==> src/rtl/sdram_arb_pkg.sv <==
// sdram_arb_pkg: shared state encoding, owner codes and default timing
// constants for the SDRAM arbiter and its refresh timer.
package sdram_arb_pkg;

    typedef enum logic [2:0] {
        IDLE    = 3'd0,
        GNT_Z3  = 3'd1,
        GNT_AUX = 3'd2,
        REFRESH = 3'd3,
        RELEASE = 3'd4
    } arb_state_e;

    typedef enum logic [1:0] {
        OWN_NONE = 2'd0,
        OWN_Z3   = 2'd1,
        OWN_AUX  = 2'd2,
        OWN_REF  = 2'd3
    } owner_e;

    // 177 cycles at 25 MHz is roughly 7.1 us between refreshes
    localparam int REFRESH_CYCLES_DEF = 177;
    localparam int AUX_MAX_WAIT_DEF   = 16;

    localparam logic [3:0] DS_NONE = 4'b1111;

endpackage

==> src/rtl/sdram_refresh_timer.sv <==
// sdram_refresh_timer: free-running refresh interval timer with a small
// saturating count of refreshes still owed, and a sticky overrun flag
// raised when an interval expires while that count is already full.
module sdram_refresh_timer
    import sdram_arb_pkg::*;
#(
    parameter int REFRESH_CYCLES = REFRESH_CYCLES_DEF,
    parameter int TMR_W          = 8
) (
    input  logic CLK,
    input  logic RESET,
    input  logic ref_done,
    output logic ref_pend_nz,
    output logic ref_overrun
);

    localparam logic [TMR_W-1:0] TMR_RELOAD = TMR_W'(REFRESH_CYCLES - 1);

    logic [TMR_W-1:0] r_tmr;
    logic [1:0]       r_ref_pend;
    logic             w_expire;

    assign w_expire    = (r_tmr == {TMR_W{1'b0}});
    assign ref_pend_nz = (r_ref_pend != 2'd0);

    // Down-counter that reloads on reaching zero; zero marks one interval
    always_ff @(posedge CLK or posedge RESET) begin
        if (RESET) begin
            r_tmr <= TMR_RELOAD;
        end else if (w_expire) begin
            r_tmr <= TMR_RELOAD;
        end else begin
            r_tmr <= r_tmr - TMR_W'(1);
        end
    end

    // Refreshes owed: +1 per expiry, -1 per completion, net zero when both
    always_ff @(posedge CLK or posedge RESET) begin
        if (RESET) begin
            r_ref_pend <= 2'd0;
        end else if (w_expire && !ref_done) begin
            if (r_ref_pend != 2'd3) begin
                r_ref_pend <= r_ref_pend + 2'd1;
            end else begin
                r_ref_pend <= r_ref_pend;
            end
        end else if (ref_done && !w_expire) begin
            if (r_ref_pend != 2'd0) begin
                r_ref_pend <= r_ref_pend - 2'd1;
            end else begin
                r_ref_pend <= r_ref_pend;
            end
        end else begin
            r_ref_pend <= r_ref_pend;
        end
    end

    // Sticky overrun: an interval expired with three refreshes already owed
    always_ff @(posedge CLK or posedge RESET) begin
        if (RESET) begin
            ref_overrun <= 1'b0;
        end else if (w_expire && (r_ref_pend == 2'd3)) begin
            ref_overrun <= 1'b1;
        end else begin
            ref_overrun <= ref_overrun;
        end
    end

endmodule

==> src/rtl/sdram_arbiter.sv <==
// sdram_arbiter: shares the SDRAM sequencer between the Zorro III slave
// path (z3) and the auxiliary master (aux), and schedules auto-refresh.
// Priority is refresh > z3 > aux. Build option SDRAM_ARB_STARVE_GUARD_EN
// adds a wait counter that lets aux jump ahead of z3 once it has waited
// AUX_MAX_WAIT cycles; without it aux can starve under constant z3 load.
module sdram_arbiter
    import sdram_arb_pkg::*;
#(
    parameter int REFRESH_CYCLES = REFRESH_CYCLES_DEF,
    parameter int AUX_MAX_WAIT   = AUX_MAX_WAIT_DEF,
    parameter int TMR_W          = 8
) (
    input  logic        CLK,
    input  logic        RESET,
    input  logic        z3_req,
    input  logic [25:0] z3_addr,
    input  logic [3:0]  z3_ds_n,
    input  logic        z3_rw,
    output logic        z3_ack,
    input  logic        aux_req,
    input  logic [25:0] aux_addr,
    input  logic [3:0]  aux_ds_n,
    input  logic        aux_rw,
    output logic        aux_ack,
    output logic        mem_req,
    output logic [25:0] mem_addr,
    output logic [3:0]  mem_ds_n,
    output logic        mem_rw,
    input  logic        mem_done,
    output logic        ref_req,
    input  logic        ref_done,
    output logic [1:0]  owner,
    output logic        ref_overrun
);

    arb_state_e r_state;
    logic       w_ref_pend_nz;
    logic       w_ref_done_valid;
    logic       w_aux_urgent;

    // A ref_done that arrives outside REFRESH must not retire a refresh
    assign w_ref_done_valid = ref_done && (r_state == REFRESH);

    sdram_refresh_timer #(
        .REFRESH_CYCLES(REFRESH_CYCLES),
        .TMR_W         (TMR_W)
    ) u_refresh_timer (
        .CLK        (CLK),
        .RESET      (RESET),
        .ref_done   (w_ref_done_valid),
        .ref_pend_nz(w_ref_pend_nz),
        .ref_overrun(ref_overrun)
    );

`ifdef SDRAM_ARB_STARVE_GUARD_EN
    localparam int AW = $clog2(AUX_MAX_WAIT + 1);
    localparam logic [AW-1:0] AUX_WAIT_SAT = AW'(AUX_MAX_WAIT);

    logic [AW-1:0] r_aux_wait;

    assign w_aux_urgent = aux_req && (r_aux_wait >= AUX_WAIT_SAT);

    // Count cycles aux spends requesting while it does not own the port
    always_ff @(posedge CLK or posedge RESET) begin
        if (RESET) begin
            r_aux_wait <= {AW{1'b0}};
        end else if (!aux_req || (owner == OWN_AUX)) begin
            r_aux_wait <= {AW{1'b0}};
        end else if (r_aux_wait < AUX_WAIT_SAT) begin
            r_aux_wait <= r_aux_wait + AW'(1);
        end else begin
            r_aux_wait <= r_aux_wait;
        end
    end
`else
    logic w_unused_aux_max_wait;

    assign w_aux_urgent          = 1'b0;
    assign w_unused_aux_max_wait = (AUX_MAX_WAIT != 0);
`endif

    // Arbitration FSM; every downstream and ack output is a register here
    always_ff @(posedge CLK or posedge RESET) begin
        if (RESET) begin
            r_state  <= IDLE;
            mem_req  <= 1'b0;
            mem_addr <= 26'd0;
            mem_ds_n <= DS_NONE;
            mem_rw   <= 1'b0;
            ref_req  <= 1'b0;
            owner    <= OWN_NONE;
            z3_ack   <= 1'b0;
            aux_ack  <= 1'b0;
        end else begin
            z3_ack  <= 1'b0;
            aux_ack <= 1'b0;
            case (r_state)
                IDLE: begin
                    if (w_ref_pend_nz) begin
                        r_state <= REFRESH;
                        ref_req <= 1'b1;
                        owner   <= OWN_REF;
                    end else if (w_aux_urgent || (aux_req && !z3_req)) begin
                        r_state  <= GNT_AUX;
                        mem_req  <= 1'b1;
                        mem_addr <= aux_addr;
                        mem_ds_n <= aux_ds_n;
                        mem_rw   <= aux_rw;
                        owner    <= OWN_AUX;
                    end else if (z3_req) begin
                        r_state  <= GNT_Z3;
                        mem_req  <= 1'b1;
                        mem_addr <= z3_addr;
                        mem_ds_n <= z3_ds_n;
                        mem_rw   <= z3_rw;
                        owner    <= OWN_Z3;
                    end else begin
                        r_state <= IDLE;
                    end
                end
                GNT_Z3: begin
                    if (mem_done) begin
                        mem_req <= 1'b0;
                        z3_ack  <= 1'b1;
                        r_state <= RELEASE;
                    end else begin
                        r_state <= GNT_Z3;
                    end
                end
                GNT_AUX: begin
                    if (mem_done) begin
                        mem_req <= 1'b0;
                        aux_ack <= 1'b1;
                        r_state <= RELEASE;
                    end else begin
                        r_state <= GNT_AUX;
                    end
                end
                REFRESH: begin
                    if (ref_done) begin
                        ref_req <= 1'b0;
                        r_state <= RELEASE;
                    end else begin
                        r_state <= REFRESH;
                    end
                end
                RELEASE: begin
                    // Gap cycle lets the acked requester drop its request
                    owner    <= OWN_NONE;
                    mem_ds_n <= DS_NONE;
                    r_state  <= IDLE;
                end
                default: begin
                    r_state  <= IDLE;
                    mem_req  <= 1'b0;
                    ref_req  <= 1'b0;
                    owner    <= OWN_NONE;
                    mem_ds_n <= DS_NONE;
                end
            endcase
        end
    end

endmodule

==> config.mk <==
export PLATFORM = sky130hd
export DESIGN_NAME = sdram_arbiter
export DESIGN_NICKNAME = d
export VERILOG_FILES = /design/src/rtl/sdram_arb_pkg.sv /design/src/rtl/sdram_refresh_timer.sv /design/src/rtl/sdram_arbiter.sv
export SDC_FILE = /design/constraint.sdc
export NUM_CORES = 1
export LEC_CHECK = 0
export CAP_MARGIN = 20
export CORE_ASPECT_RATIO = 1.1
export CORE_MARGIN = 2
export CORE_UTILIZATION = 46
export DETAILED_ROUTE_END_ITERATION = 10
export PLACE_DENSITY = 0.85
export SLEW_MARGIN = 30
export SYNTH_ARGS = -nofsm -noshare
export SYNTH_HDL_FRONTEND = slang
export SYNTH_HIERARCHICAL = 1
export SYNTH_SLANG_ARGS = --single-unit
export TNS_END_PERCENT = 5
==> constraint.sdc <==
create_clock -name CLK -period 3.5 [get_ports CLK]
set_clock_uncertainty 0.15 [all_clocks]
set_input_delay 0.35 -clock CLK [delete_from_list [all_inputs] [get_ports CLK]]
set_output_delay 0.35 -clock CLK [all_outputs]
set_load 0.02 [all_outputs]
==> reports/metrics.yaml <==
min_path:
  hold_path.class: "primary input to asynchronous set/reset pin"
timing:
  whs_ns: 0.2155
  max_freq_mhz: 449.7
  drv_slew: 0
  slew-limit-headroom_pct: 66.75
  post-route-period-util_pct: 63.53
  rsz0062_at_grt: "no"
  setup-tns-final_ns: 0
  finalSetupViolations: 0
  hold_viol_final: 0
  period_needed_ns: 2.224
  tightest_slew_ns: 0.4988
detailed_routing:
  wl_per_cell_microns: 15.46
  drt_wl_total_microns: 5935
  wl_met3_microns: 492
  drcViolationCount: 0
  dr.pass1.iters: 4
  drt.antenna.violating_nets: 0
  top_layer_used: "met4"
  route.met2.wl_microns: 2934
  drtIter0Drc: 67
  via_per_inst: 5.146
  via_count: 1976
  wl_met1_microns: 2392
floorplan:
  ioPinCount: 106
  rows: 28
  die_w_microns: 75.04
  die-area_sq_um: 6164
  core-area_sq_um: 5360
  initial_core_util_pct: 47.64
  die_h_microns: 82.15
grt:
  antenna_found_initial: 0
  grt_max_degree: 41
  grt_pass1_wl_microns: 9232
  grtUsageTotal_pct: 19.80
  overflow: 0
  grt_pass1_vias: 1876
synthesis:
  yosysTopAreaCell: "dfrtp_1"
  synthTopCellsByArea: "dfrtp_1 (43%), mux2_2 (22%), dfstp_2 (7.2%), mux2_1 (2.2%), o21ai_0 (1.8%)"
  yosysTopAreaCellShare_pct: 43.12
  syn_avg_cell_area_sq_um: 12.58
  ys_types: 44
  synth-async-reset-ratio_pct: 100.0
  synthFlopType: "dfrtp_1"
  synth-edff-count: 0
  netlist_top_cells_count: "mux2_2 (49), dfrtp_1 (44), inv_1 (9), o21ai_0 (9), nor2_1 (8)"
  synth_most_common_cell: "mux2_2"
  ys_seq_elements: 51
  syn_nets: 272
  synth_cells: 203
  synth_area_sq_um: 2554
  yosys_warnings: 6
  synth-seq-area-share_pct: 50.32
clock_network:
  cts_max_path_buffers: 2
  postCtsSetupRepairBufs: 0
  clk_latency_ns: 0.30
  cts_resized: 0
  clkTransAtPathRegs_ns: 0.09
  cts_made_buffers: 5
  cts_tree: "done"
  cts_sinks: 51
  h-tree-depth: 2
  cts_hold_repair.buffers: 0
  cts-root-buf: "clkbuf_8"
critical_path:
  cp-start-kind: "register"
  crit_fanout: 25
  critPathSlowestCell: "dfrtp_1"
  critPathTopFamily: "simple AND/OR/NAND/NOR gates"
  cp.buffers_inverters: 1
  cp_slowest_stage_delay_ns: 0.44
  required_ns: 3.54
  crit_chain: "or2_2 -> o21bai_1 -> nor3_4 -> buf_12 -> mux2_2"
  arrival_ns: 2.26
  critical_path_class: "register to register"
  cp-end-kind: "register"
final_layout:
  num_antenna_cells: 0
  area_growth_syn_to_layout_pct: 47.08
  drive_gt1_share_pct: 24.60
  fin_nets: 377
placement:
  place_congestion: 0.8153
  dp_hpwl_microns: 4650
  port_buffers: 105
flow_run:
  maxCapViolations: 0
power:
  irDropWorstVdd_mv: 0.3434
  pwr_density_cell_nw_per_um2: 707.6
  p_leak_nw: 1.519
status:
  status: "complete, no violations"
## registers in the layout (all words and copies together) (netlist names), 2 cells and up
signal / flops
u_refresh_timer/r_tmr: 8
mem_addr: 26
u_refresh_timer/r_ref_pend: 2
owner: 2
mem_ds_n: 4
r_state: 3
## power breakdown
| part | leakage [nW] | switching (mW) | internal (mW) |
|---|---|---|---|
| Clock | 0.0402 | 0.193 | 0.139 |
| Sequential | 0.619 | 0.152 | 0.829 |
| Combinational | 0.860 | 0.608 | 0.737 |
| Total | 1.52 | 0.953 | 1.70 |
## layout by cell type, fill, tap and decap left out, types with 2 or more instances in the layout
cell,netlist,routed
clkinvlp_4,0,2
dfrtp_1,44,44
dfstp_2,7,7
inv_1,9,9
nor2_1,8,8
a31o_1,2,2
xnor2_1,2,2
a21oi_1,7,7
mux2_2,49,49
mux2_1,5,5
nand2_1,5,5
a21o_1,2,2
nor2b_1,3,2
a2bb2oi_1,4,4
buf_4,0,3
o21bai_1,2,2
clkdlybuf4s50_1,0,105
clkbuf_8,0,5
o21ai_0,9,9
mux2i_1,4,4
nand2b_1,3,3
nand3_1,2,2
o31ai_1,2,2
nor3_1,2,2
## per-stage QoR
stage	power (mW)	area (sq um)	worst slack, ns	utilization, %	cells
after floorplan	1.761	2554	1.558	-	203
after global placement	2.317	3667	1.234	68.42	376
after detailed placement	2.356	3667	1.212	68.42	376
after CTS	2.688	3756	1.265	70.07	384
after global routing	2.819	3756	1.143	70.07	384
final	2.658	3756	1.276	70.07	384
## worst paths after layout
kind	start	endpoint	slack (ns)	cells past startpoint
worst max-delay path	u_refresh_timer/r_ref_pend[0]	mem_addr[3]	1.28	5
worst min-delay path	RESET	u_refresh_timer/r_tmr[6]	0.22	2
worst max register to register	u_refresh_timer/r_ref_pend[0]	mem_addr[3]	1.28	5
worst min register to register	u_refresh_timer/ref_overrun	u_refresh_timer/ref_overrun	0.33	1
max in group asynchronous	RESET	mem_ds_n[0]	2.49	3
min in group CLK	u_refresh_timer/ref_overrun	u_refresh_timer/ref_overrun	0.33	1
## worst register-to-register path, delay by kind of cell, from the launching register on
family / cells / cell delay (ns)
simple gates: 2 / 0.71
flops: 1 / 0.44
mux: 1 / 0.36
buf+inv: 1 / 0.24
compound gates: 1 / 0.21
## cell type report
class | count | area [sq um]
Clock buffer | 5 | 68.82
Clock inverter | 3 | 20.02
Fill cell | 408 | 1604
Inverter | 9 | 33.78
Multi-Input combinational cell | 132 | 1161
Sequential cell | 51 | 1285
Tap cell | 75 | 93.84
Timing Repair Buffer | 109 | 1094
## metal layers
| layer | vias up | global-route usage, % |
|---|---|---|
| met3 | 11 | 3.641 |
| li1 | 936 | - |
| met5 | - | 0 |
| met4 | 0 | 7.143 |
| met2 | 82 | 34.04 |
| met1 | 947 | 24.80 |
## cell families after synthesis
| family | Yosys count | share of synthesized area (%) |
|---|---|---|
| muxes | 58 | 25.38 |
| DFF | 51 | 50.32 |
| AOI/OAI and AO/OA | 38 | 10.19 |
| and+or+nand+nor | 32 | 8.281 |
| buffers and inverters | 20 | 4.311 |
| xor gates and xnor gates | 3 | 1.029 |
| adders and majority gates | 1 | 0.4899 |
(Power assumes the default switching activity.)
